<file path="config.mk">
export PLATFORM = sky130hd
export DESIGN_NAME = ordered_read_ctrl
export DESIGN_NICKNAME = d
export VERILOG_FILES = /design/src/rtl/core_pkg.sv /design/src/rtl/ordered_read_slot.sv /design/src/rtl/ordered_read_ctrl.sv
export SDC_FILE = /design/constraint.sdc
export NUM_CORES = 1
export LEC_CHECK = 0
export ABC_CLOCK_PERIOD_IN_PS = 7150
export CAP_MARGIN = 5
export CORE_AREA = 2 2 95 97
export DETAILED_ROUTE_END_ITERATION = 12
export DIE_AREA = 0 0 97 99
export GPL_ROUTABILITY_DRIVEN = 0
export PLACE_DENSITY_LB_ADDON = 0.15
export SETUP_SLACK_MARGIN = 0.4
export SYNTH_ARGS = -nofsm -noshare
export SYNTH_HDL_FRONTEND = slang
export SYNTH_SLANG_ARGS = --single-unit
</file>
<file path="constraint.sdc">
create_clock -name clk_i -period 7.15 [get_ports clk_i]
set_input_delay 2.145 -clock clk_i [delete_from_list [all_inputs] [get_ports clk_i]]
set_output_delay 2.145 -clock clk_i [all_outputs]
set_load 0.01 [all_outputs]
</file>
<file path="src/rtl/core_pkg.sv">
`default_nettype none
// ============================================================================
// Module      : core_pkg
// Description : Shared helpers for the core datapath blocks. GetWidth gives
//               the pointer width needed to address a storage of n entries.
// Revision    : 1.0 - initial release
// ============================================================================
package core_pkg;

  // Address width for n entries; a single-entry storage still gets one bit
  function automatic int unsigned GetWidth(input int unsigned n);
    return (n > 1) ? $clog2(n) : 1;
  endfunction

endpackage
`default_nettype wire

</file>
<file path="src/rtl/ordered_read_slot.sv">
`default_nettype none
// ============================================================================
// Module      : ordered_read_slot
// Description : One consumer port of the ordered read controller. Holds the
//               output register (valid/data/tag) and the per-port sequence
//               counter, and decides when this port pops its FIFO read port.
// Revision    : 1.0 - initial release
// ============================================================================
module ordered_read_slot #(
  parameter type         dtype   = logic [31:0],
  parameter int unsigned IdWidth = 4
) (
  input  logic               clk_i,
  input  logic               rst_ni,
  input  logic               flush_i,
  input  logic               empty_i,
  input  logic               order_ok_i,
  input  dtype               data_i,
  input  logic               ready_i,
  output logic               pop_o,
  output logic               valid_o,
  output dtype               data_o,
  output logic [IdWidth-1:0] id_o
);

  logic               load;
  logic               valid_q, valid_d;
  logic [IdWidth-1:0] seq_q, seq_d;
  logic [IdWidth-1:0] id_q, id_d;
  dtype               data_q, data_d;

  // Load when an entry is available, ordering allows it and the output
  // register is free or draining this cycle; flush wins over everything
  always_comb begin
    load    = ~flush_i & ~empty_i & order_ok_i & (~valid_q | ready_i);
    valid_d = valid_q;
    seq_d   = seq_q;
    id_d    = id_q;
    data_d  = data_q;
    if (flush_i) begin
      valid_d = 1'b0;
      seq_d   = '0;
    end else if (load) begin
      valid_d = 1'b1;
      seq_d   = seq_q + IdWidth'(1);
      id_d    = seq_q;
      data_d  = data_i;
    end else if (valid_q & ready_i) begin
      valid_d = 1'b0;
    end
  end

  // Control state with asynchronous reset
  always_ff @(posedge clk_i or negedge rst_ni) begin
    if (!rst_ni) begin
      valid_q <= 1'b0;
      seq_q   <= '0;
      id_q    <= '0;
    end else begin
      valid_q <= valid_d;
      seq_q   <= seq_d;
      id_q    <= id_d;
    end
  end

  // Payload register carries no reset; it is only meaningful while valid
  always_ff @(posedge clk_i) begin
    data_q <= data_d;
  end

  assign pop_o   = load;
  assign valid_o = valid_q;
  assign data_o  = data_q;
  assign id_o    = id_q;

endmodule
`default_nettype wire

</file>
<file path="src/rtl/ordered_read_ctrl.sv">
`default_nettype none
// ============================================================================
// Module      : ordered_read_ctrl
// Description : Converts the read ports of a shared multi-read-port FIFO into
//               registered valid/ready streams tagged with a sequence ID,
//               while guaranteeing port i never pops an entry before port i-1.
// Revision    : 1.0 - initial release
// ============================================================================
module ordered_read_ctrl
  import core_pkg::*;
#(
  parameter int unsigned NrPort    = 2,
  parameter int unsigned Depth     = 8,
  parameter int unsigned DataWidth = 32,
  parameter type         dtype     = logic [DataWidth-1:0],
  parameter int unsigned IdWidth   = 4,
  parameter int unsigned AddrDepth = GetWidth(Depth),
  parameter type         cnt_t     = logic [AddrDepth:0]
) (
  input  logic               clk_i,
  input  logic               rst_ni,
  input  logic               flush_i,
  input  logic [NrPort-1:0]  fifo_empty_i,
  input  cnt_t               fifo_usage_i [NrPort],
  input  dtype               fifo_data_i  [NrPort],
  output logic [NrPort-1:0]  fifo_pop_o,
  output logic [NrPort-1:0]  valid_o,
  input  logic [NrPort-1:0]  ready_i,
  output dtype               data_o       [NrPort],
  output logic [IdWidth-1:0] id_o         [NrPort],
  output logic               idle_o
);

  logic [NrPort-1:0] order_ok;

  for (genvar i = 0; i < NrPort; i++) begin : g_port
    // A downstream port may only pop while it still holds more entries than
    // its predecessor, i.e. the predecessor has already consumed the head.
    // Only the FIFO's registered counts are used, never this cycle's pops.
    if (i == 0) begin : g_first
      assign order_ok[i] = 1'b1;
    end else begin : g_rest
      assign order_ok[i] = fifo_usage_i[i] > fifo_usage_i[i-1];
    end

    ordered_read_slot #(
      .dtype  (dtype),
      .IdWidth(IdWidth)
    ) u_slot (
      .clk_i     (clk_i),
      .rst_ni    (rst_ni),
      .flush_i   (flush_i),
      .empty_i   (fifo_empty_i[i]),
      .order_ok_i(order_ok[i]),
      .data_i    (fifo_data_i[i]),
      .ready_i   (ready_i[i]),
      .pop_o     (fifo_pop_o[i]),
      .valid_o   (valid_o[i]),
      .data_o    (data_o[i]),
      .id_o      (id_o[i])
    );
  end

  assign idle_o = ~|valid_o & &fifo_empty_i;

endmodule
`default_nettype wire

</file>
==> results of run 1 <==
==> state kept, by name, summed over array words and instances (netlist names) <==
| signal | count |
|---|---|
| g_port.u_slot.id_o | 8 |
| g_port.u_slot.seq_q | 8 |
| g_port.u_slot.data_o | 64 |
| g_port.u_slot.valid_o | 2 |
==> Yosys cell counts (all sizes together) (2+ instances only) <==
library cell,n,share of area (%)
inv,9,1.2
and3,2,0.47
nand2b,5,1.1
o221ai,2,0.60
dfrtp,18,15
xnor2,2,0.60
edfxtp,64,65
nor3,2,0.72
nor2b,3,0.64
a21oi,2,0.34
nor2,3,0.38
mux2,9,4.0
ha,6,2.6
o21ai,4,0.81
buf,7,1.7
o2111ai,2,0.60
==> per-layer routing <==
metal	vias to the layer above	track usage, %
met1	899	16.3
met4	0	6.93
met5	-	0
met3	16	5.32
met2	93	22.2
li1	891	-
==> cells by family (layout without fill, tap and decap cells) <==
family / Yosys count / count (layout) / synth area share, %
flip-flops: 82 / 82 / 80.8
AND/OR/NAND/NOR: 23 / 23 / 5.50
buffers and inverters: 17 / 184 / 3.02
AO/OA/AOI/OAI: 13 / 13 / 3.24
multiplexers: 10 / 10 / 4.30
adder cells (fa/ha/maj): 6 / 6 / 2.56
XOR/XNOR: 2 / 2 / 0.597
==> through the flow <==
stage                     hold slack [ns]  utilization [%]
after floorplan                     0.487                -
after global placement              0.496             53.8
after detailed placement            0.495             53.8
after CTS                           0.519             55.9
after global routing                0.535             55.9
final                               0.515             55.9
==> final cells by class <==
cell class / instances / area (um^2)
fill: 746 / 3770
sequential: 82 / 2370
timing repair buffer: 159 / 1580
multi-input combinational: 54 / 480
tap: 108 / 135
clock buffer: 9 / 124
clock inverter: 7 / 53.8
inverter: 9 / 33.8
==> worst paths after layout <==
| path | from | end | slack (ns) | cells after the start |
|---|---|---|---|---|
| max in group asynchronous | rst_ni | g_port[1].u_slot.seq_q[0] | 4.36 | 1 |
| worst min register to register | g_port[1].u_slot.id_o[3] | g_port[1].u_slot.id_o[3] | 0.51 | 1 |
| min in group asynchronous | rst_ni | g_port[0].u_slot.id_o[1] | 2.27 | 1 |
| worst max register to register | g_port[1].u_slot.valid_o | g_port[1].u_slot.data_o[16] | 5.42 | 6 |
| worst min-delay path | g_port[1].u_slot.id_o[3] | g_port[1].u_slot.id_o[3] | 0.51 | 1 |
| worst max-delay path | fifo_usage_i[5] | fifo_pop_o[1] | 0.83 | 9 |
==> report_power, final <==
group | internal [mW] | switching (mW) | total [mW]
registers | 0.543 | 0.00950 | 0.553
logic | 0.0880 | 0.0486 | 0.137
clock network | 0.129 | 0.171 | 0.300
==> critical path, stage by stage <==
cell and delay [ns]:
clkdlybuf4s50_1 0.46, inv_1 0.04, ha_1 0.27, nor2b_1 0.13
o211a_1 0.25, o21ai_2 0.14, buf_4 0.21, inv_1 0.06
clkdlybuf4s50_1 0.47
==> metrics.txt, run 1 <==
vias in the first global route=around 1900; first-pass GRT wire length=between 10 and 15 mm; mean routed wirelength per cell=~15 um; synthesized area=2940 um^2; Seq/Total Area, Yosys=between 80% and 90%; layout cells sized above 1=between 10% and 20%; fin cells=between 400 and 500; Hold-fix buffers, CTS=0; peak supply drop=0.000101 V; CTS tree=yes; Mapped Nets=238; max cap viols=0; leading cell types in the layout, fill and taps excluded=clkdlybuf4s50_1, edfxtp_1, dfrtp_1; Final Hold Viols=0; area growth from synthesis to layout=62.8%; die height=just under 100 um; relative slew slack=between 40% and 50%; Yosys Warn Count=0; actual slew at the worst max-slew pin=between 0.8 and 0.9 ns; Seq cells post-synth=82; status=complete, no violations; Hold Path Class=reg -> reg; fin crit share=about nine tenths; All-Layer GR Usage=around 14%; HPWL Detailed=4.89 mm; Post-CTS Setup Repair Bufs=0; setup ws final=just over 0.8 ns; Layout Skew=between 0.01 and 0.015 ns; routed vias/inst=about 4.4; Final min period=6.32 ns; gr ovfl total=0; Die ar.=roughly 9600 um^2; CP endpoint kind=primary output; top sig layer=met4; placed cell areas=4600 um^2; Via Count=1899; antenna viol nets, final=0; RSZ-0062 raised after global routing=false; Inserted Clock Buffers=9; Final #Nets=400; metal3 WL=roughly 470 um; Worst-Skew Late Latency=between 0.3 and 0.4 ns; cells after synthesis=roughly 150; CP required=5.01 ns; Ports=between 150 and 200; clock buffer depth=2; setup TNS=0 ns; cts repair resizes=0; design area=4780 um^2; antenna violations before repair=0; ys flop type=edfxtp_1; maximum fanout along the worst path=11; Port Buffer Count=155; Clock Sinks=a little over 80; Cell Rows=34; number of enable flip-flop cells after synthesis=64; commonest non-fill, non-tap cell in the layout=clkdlybuf4s50_1; metal1 wirelength=roughly 2.7 mm; WL met2=between 3 and 4 mm; total wire length=approximately 6.6 mm; Initial Util=34.3%; DRT Pass-1 Iters=4; core area=between 8000 and 9000 um^2; dpl ws=0.824 ns; Max Slew Vio Count=0; Syn Area/Cell=19.2 um^2; clock slew at reported path FFs=roughly 0.08 ns; Power, Total=around 0.99 mW; Power Density=207 nW/um^2; CTS root buf=clkbuf_8; Yosys cell types=35; Die Width=97 um; DRC errors left=0; Critical Path AT=between 4 and 5 ns; P_leak=approximately 1.8 nW; Crit Path Class=in -> out; # diodes=0; H-tree Lvls=3; CP Launch Type=input port; dpl cells=a little over 400; Max Fclk=between 150 and 200 MHz; Setup-failing EPs final=0; initial DRC count=36; fraction of registers with async set/reset=22.0%; largest net degree at the start of global routing=33
(Power assumes the default switching activity.)
==> run 2, diff against run 1 <==
- ABC_CLOCK_PERIOD_IN_PS: 7150 -> 5950
- clock period: 7.15 -> 5.95 ns (I/O delays scaled with it)
==> metrics.txt, run 2 (synthesized netlist as in run 1, its figures left out) <==
Clock Sinks=82 (unchanged); HPWL Detailed=4.94 mm (+1.0%); dpl cells=413 (+0.24%); Layout Utilization=55.9% (unchanged); Hold Path Class=reg -> reg; slowest CP cell=clkdlybuf4s50_1; Die ar.=9600 um^2 (unchanged); status=complete, no violations; Final #Nets=401 (+0.25%); Top Usage Layer GRT=met2; gr ovfl total=0 (unchanged); clock buffer depth=2 (unchanged); # diodes=0 (unchanged); Critical Path AT=3.66 ns (-0.51 ns); routed vias/inst=4.39 (-1.1%); Inserted Clock Buffers=9 (unchanged); relative slew slack=45.9% (+1.0 points); Layout Skew=0.00585 ns (-0.00704 ns); die height=99 um (unchanged); core area=8550 um^2 (unchanged); Clk pwr share=29.8% (-0.6 points); CP Cell Sequence=clkdlybuf4s50_1, inv_1, ha_1, nor2b_1, o211a_1, o21ai_2, inv_1, clkdlybuf4s50_1; logic gate share of total power=13.9% (about the same); CTS tree=yes; met3 GRT Util=4.26% (-1.1 points); peak supply drop=0.000104 V (+3.1%); sequential share of power=56.2% (+0.4 points); All-Layer GR Usage=13.8% (-0.016 points); sw power=0.271 mW (+18%); Post-CTS Setup Repair Bufs=0 (unchanged); RSZ-0062 raised after global routing=false; CTS root buf=clkbuf_8; DRT Pass-1 Iters=4 (unchanged); largest net degree at the start of global routing=33 (unchanged); design area=4780 um^2 (unchanged); Crit Path Class=in -> out; CP startpoint=fifo_usage_i[5]; total wire length=6.70 mm (+1.3%); vias in the first global route=1888 (-1.0%); setup TNS=0 ns (unchanged); Sw Ratio=22.9% (-0.26 points); CP Launch Type=input port; Port Buffer Count=155 (unchanged); Power, Total=1.18 mW (+19%); initial DRC count=35 (-2.8%); P_leak=1.79 nW (-0.63%); first-pass GRT wire length=10.1 mm (about the same); antenna viol nets, final=0 (unchanged); placed cell areas=4610 um^2 (+0.16%); cts repair resizes=0 (unchanged); area growth from synthesis to layout=62.8% (unchanged); Ports=156 (unchanged); CP max stage delay=0.47 ns (about the same); max reg flops=64 (unchanged); CP endpoint kind=primary output; Pint=0.911 mW (+20%); actual slew at the worst max-slew pin=0.809 ns (-0.0149 ns); commonest non-fill, non-tap cell in the layout=clkdlybuf4s50_1; Max Slew Vio Count=0 (unchanged); Die Width=97 um (unchanged); mean routed wirelength per cell=15.6 um (+1.0%); Worst-Skew Late Latency=0.34 ns (about the same); H-tree Lvls=3 (unchanged); FF-to-FF Start=g_port[1].u_slot.valid_o; Via Count=1883 (-0.84%); Initial Util=34.3% (unchanged); fin crit share=slightly above 90%; CP required=4.16 ns (-0.85 ns); layout cells sized above 1=10.9% (-0.034 points); fin cells=429 (+0.23%); Final Hold Viols=0 (unchanged); leading cell types in the layout, fill and taps excluded=clkdlybuf4s50_1, edfxtp_1, dfrtp_1; Final min period=~5.4 ns; met2 Use GR=23.4% (+1.2 points); Power Density=247 nW/um^2 (+19%); HP Start=g_port[0].u_slot.id_o[0]; Hold-fix buffers, CTS=0 (unchanged); M1 GR Usage=16.1% (-0.18 points); Cell Rows=34 (unchanged); Max Fclk=roughly 180 MHz; Setup-failing EPs final=0 (unchanged); max cap viols=0 (unchanged); antenna violations before repair=0 (unchanged); DRC errors left=0 (unchanged); clock slew at reported path FFs=0.08 ns (about the same); maximum fanout along the worst path=4 (-7)
## run 2: path summary, 6_finish.rpt
kind	end	slack, ns	cells after the start
setup / recovery	fifo_pop_o[1]	0.51	8
hold / removal	g_port[0].u_slot.id_o[0]	0.52	1
setup reg to reg	g_port[1].u_slot.data_o[17]	4.20	6
hold reg to reg	g_port[0].u_slot.id_o[0]	0.52	1
max in group asynchronous	g_port[1].u_slot.id_o[3]	3.54	1
min in group asynchronous	g_port[0].u_slot.id_o[1]	1.91	1
## run 2: power by group through the flow
| stage | registers (mW) | logic [mW] | clock network, mW |
|---|---|---|---|
| finish | 0.665 | 0.165 | 0.352 |
| global route | 0.669 | 0.176 | 0.390 |
| CTS | 0.665 | 0.167 | 0.368 |
| detailed placement | 0.678 | 0.166 | 0 |
| global placement | 0.677 | 0.164 | 0 |
| floorplan | 0.692 | 0.0349 | 0 |
## run 2: critical path, delay by kind of cell
kind,cells,cell delay [ns]
buffers and inverters,4,1.01
AO/OA/AOI/OAI,2,0.43
AND/OR/NAND/NOR,1,0.13
adder cells (fa/ha/maj),1,0.28
## run 2: stage by stage
step           setup WS, ns  hold WS (ns)
6_report              0.505         0.516
5_1_grt               0.433         0.548
4_1_cts               0.504         0.522
3_5_place_dp          0.524         0.496
3_3_place_gp          0.543         0.495
2_1_floorplan          1.23         0.487
## run 2: area by class of cell
class	instances	area, um^2
Fill cell	722	3770
Sequential cell	82	2370
Timing Repair Buffer	160	1590
Multi-Input combinational cell	54	480
Tap cell	108	135
Clock buffer	10	128
Clock inverter	6	42.5
Inverter	9	33.8
## run 2: per-layer routing
metal	up-vias	routed length (um)
met4	0	119
met2	90	3440
met3	11	476
met1	888	2660
li1	894	-
met5	-	0
==> run 3, diff against run 2 <==
- RECOVER_POWER: unset -> 25
==> metrics.txt, run 3 (synthesized netlist as in run 1, its figures left out) <==
CP Launch Type=input port; Port Buffer Count=155 (unchanged); met2 Use GR=23.4% (unchanged); routed vias/inst=4.40 (+0.14%); Hold-fix buffers, CTS=0 (unchanged); first-pass GRT wire length=10.1 mm (unchanged); Final min period=5.44 ns (unchanged); Layout Skew=0.00583 ns (-0.0000168 ns); CP endpoint kind=primary output; CTS root buf=clkbuf_8; Via Count=1890 (+0.37%); total wire length=6.65 mm (-0.67%); All-Layer GR Usage=13.8% (unchanged); Initial Util=34.3% (unchanged); CP max stage delay=0.47 ns (about the same); Power Density=245 nW/um^2 (-0.72%); antenna violations before repair=1 (+1); area growth from synthesis to layout=62.9% (about the same); Setup-failing EPs final=0 (unchanged); Max Fclk=184 MHz (unchanged); dpl cells=413 (unchanged); antenna viol nets, final=0 (unchanged); relative slew slack=46.0% (about the same); dpl ws=0.524 ns (unchanged); maximum fanout along the worst path=4 (unchanged); Inserted Clock Buffers=9 (unchanged); Crit Path Class=in -> out; core area=8550 um^2 (unchanged); mean routed wirelength per cell=15.5 um (-0.90%); DRT Pass-1 Iters=3 (-1); clock slew at reported path FFs=0.08 ns (about the same); hold path depth=1 (unchanged); setup TNS=0 ns (unchanged); DRC errors left=0 (unchanged); layout cells sized above 1=10.9% (unchanged); Hold Path Class=reg -> reg; Cell Rows=34 (unchanged); clock buffer depth=2 (unchanged); leading cell types in the layout, fill and taps excluded=clkdlybuf4s50_1, edfxtp_1, dlygate4sd3_1; Ports=156 (unchanged); CP Cell Sequence=clkdlybuf4s50_1, inv_1, ha_1, nor2b_1, o211a_1, o21ai_2, inv_1, clkdlybuf4s50_1; Min-Delay Endpoint=g_port[0].u_slot.id_o[0]; cts repair resizes=0 (unchanged); Final #Nets=401 (unchanged); reg2reg end=g_port[1].u_slot.data_o[17]; peak supply drop=0.000104 V (-0.19%); fillcell total=722 (unchanged); met3 GRT Util=4.26% (unchanged); actual slew at the worst max-slew pin=0.808 ns (-0.000608 ns); Power, Total=1.17 mW (-0.66%); Worst-Skew Late Latency=0.34 ns (about the same); HP Start=g_port[0].u_slot.id_o[0]; Final Hold Viols=0 (unchanged); H-tree Lvls=3 (unchanged); largest net degree at the start of global routing=33 (unchanged); max cap viols=0 (unchanged); R2R cell count=6 (unchanged); Critical Path AT=3.66 ns (about the same); slowest CP cell=clkdlybuf4s50_1; fin cells=430 (+0.23%); FF-to-FF Start=g_port[1].u_slot.valid_o; M1 GR Usage=16.1% (unchanged); R2R Setup Slk=4.19 ns (about the same); Max Slew Vio Count=0 (unchanged); Clock Sinks=82 (unchanged); commonest non-fill, non-tap cell in the layout=clkdlybuf4s50_1; initial DRC count=34 (-2.9%); Post-CTS Setup Repair Bufs=0 (unchanged); RSZ-0062 raised after global routing=false; status=complete, no violations; P_leak=1.81 nW (+0.89%); fin crit share=91.5% (unchanged); gr ovfl total=0 (unchanged); Die ar.=9600 um^2 (unchanged); Top Usage Layer GRT=met2; max reg flops=64 (unchanged); die height=99 um (unchanged); setup ws final=0.505 ns (unchanged); Die Width=97 um (unchanged); vias in the first global route=1888 (unchanged); CP required=4.16 ns (about the same); HPWL Detailed=4.94 mm (unchanged); CTS tree=yes; Layout Utilization=55.9% (about the same)
## run 3: cell types whose count changed in the layout (fill, tap and decap cells not counted)
cell | before | now
diode_2 | 0 | 1
clkdlybuf4s50_1 | 155 | 95
dlygate4sd3_1 | 0 | 60
## run 3: metrics by stage
step / area, um^2 / hold slack (ns)
detailed placement: 4610 / 0.496
CTS: 4780 / 0.522
floorplan: 2940 / 0.487
global placement: 4610 / 0.495
finish: 4780 / 0.516
global route: 4780 / 0.548
## run 3: final cells by class
| cell class | instances | area [um^2] | area share, % |
|---|---|---|---|
| Timing Repair Buffer | 160 | 1590 | 33.2 |
| Multi-Input combinational cell | 54 | 480 | 10.0 |
| Clock buffer | 10 | 128 | 2.67 |
| Sequential cell | 82 | 2370 | 49.6 |
| Inverter | 9 | 33.8 | 0.706 |
| Tap cell | 108 | 135 | 2.83 |
| Clock inverter | 6 | 42.5 | 0.889 |
| Antenna cell | 1 | 2.50 | 0.0523 |
## run 3: worst max path at each step
stage	slack [ns]	from	end
floorplan	1.23	fifo_usage_i[5]	fifo_pop_o[1]
global placement	0.54	fifo_usage_i[5]	fifo_pop_o[1]
detailed placement	0.52	fifo_usage_i[5]	fifo_pop_o[1]
CTS	0.50	fifo_usage_i[5]	fifo_pop_o[1]
global route	0.43	fifo_usage_i[5]	fifo_pop_o[1]
finish	0.51	fifo_usage_i[5]	fifo_pop_o[1]
## run 3: power by group
part	switching, mW	internal (mW)	leakage [nW]	total [mW]
combinational	0.0584	0.0982	0.896	0.157
clock	0.201	0.152	0.0726	0.353
sequential	0.0116	0.653	0.837	0.664
total	0.271	0.903	1.81	1.17
## run 3: layer usage
| layer | vias up | share of wire (%) |
|---|---|---|
| met5 | - | 0 |
| met2 | 90 | 51 |
| met1 | 894 | 40 |
| li1 | 895 | - |
| met3 | 11 | 7.0 |
| met4 | 0 | 1.8 |
## run 3: critical path: cells and delay by family
| kind | cells | cell delay, ns |
|---|---|---|
| buf+inv | 4 | 1.01 |
| compound gates | 2 | 0.43 |
| fa+ha+maj | 1 | 0.28 |
| simple gates | 1 | 0.13 |
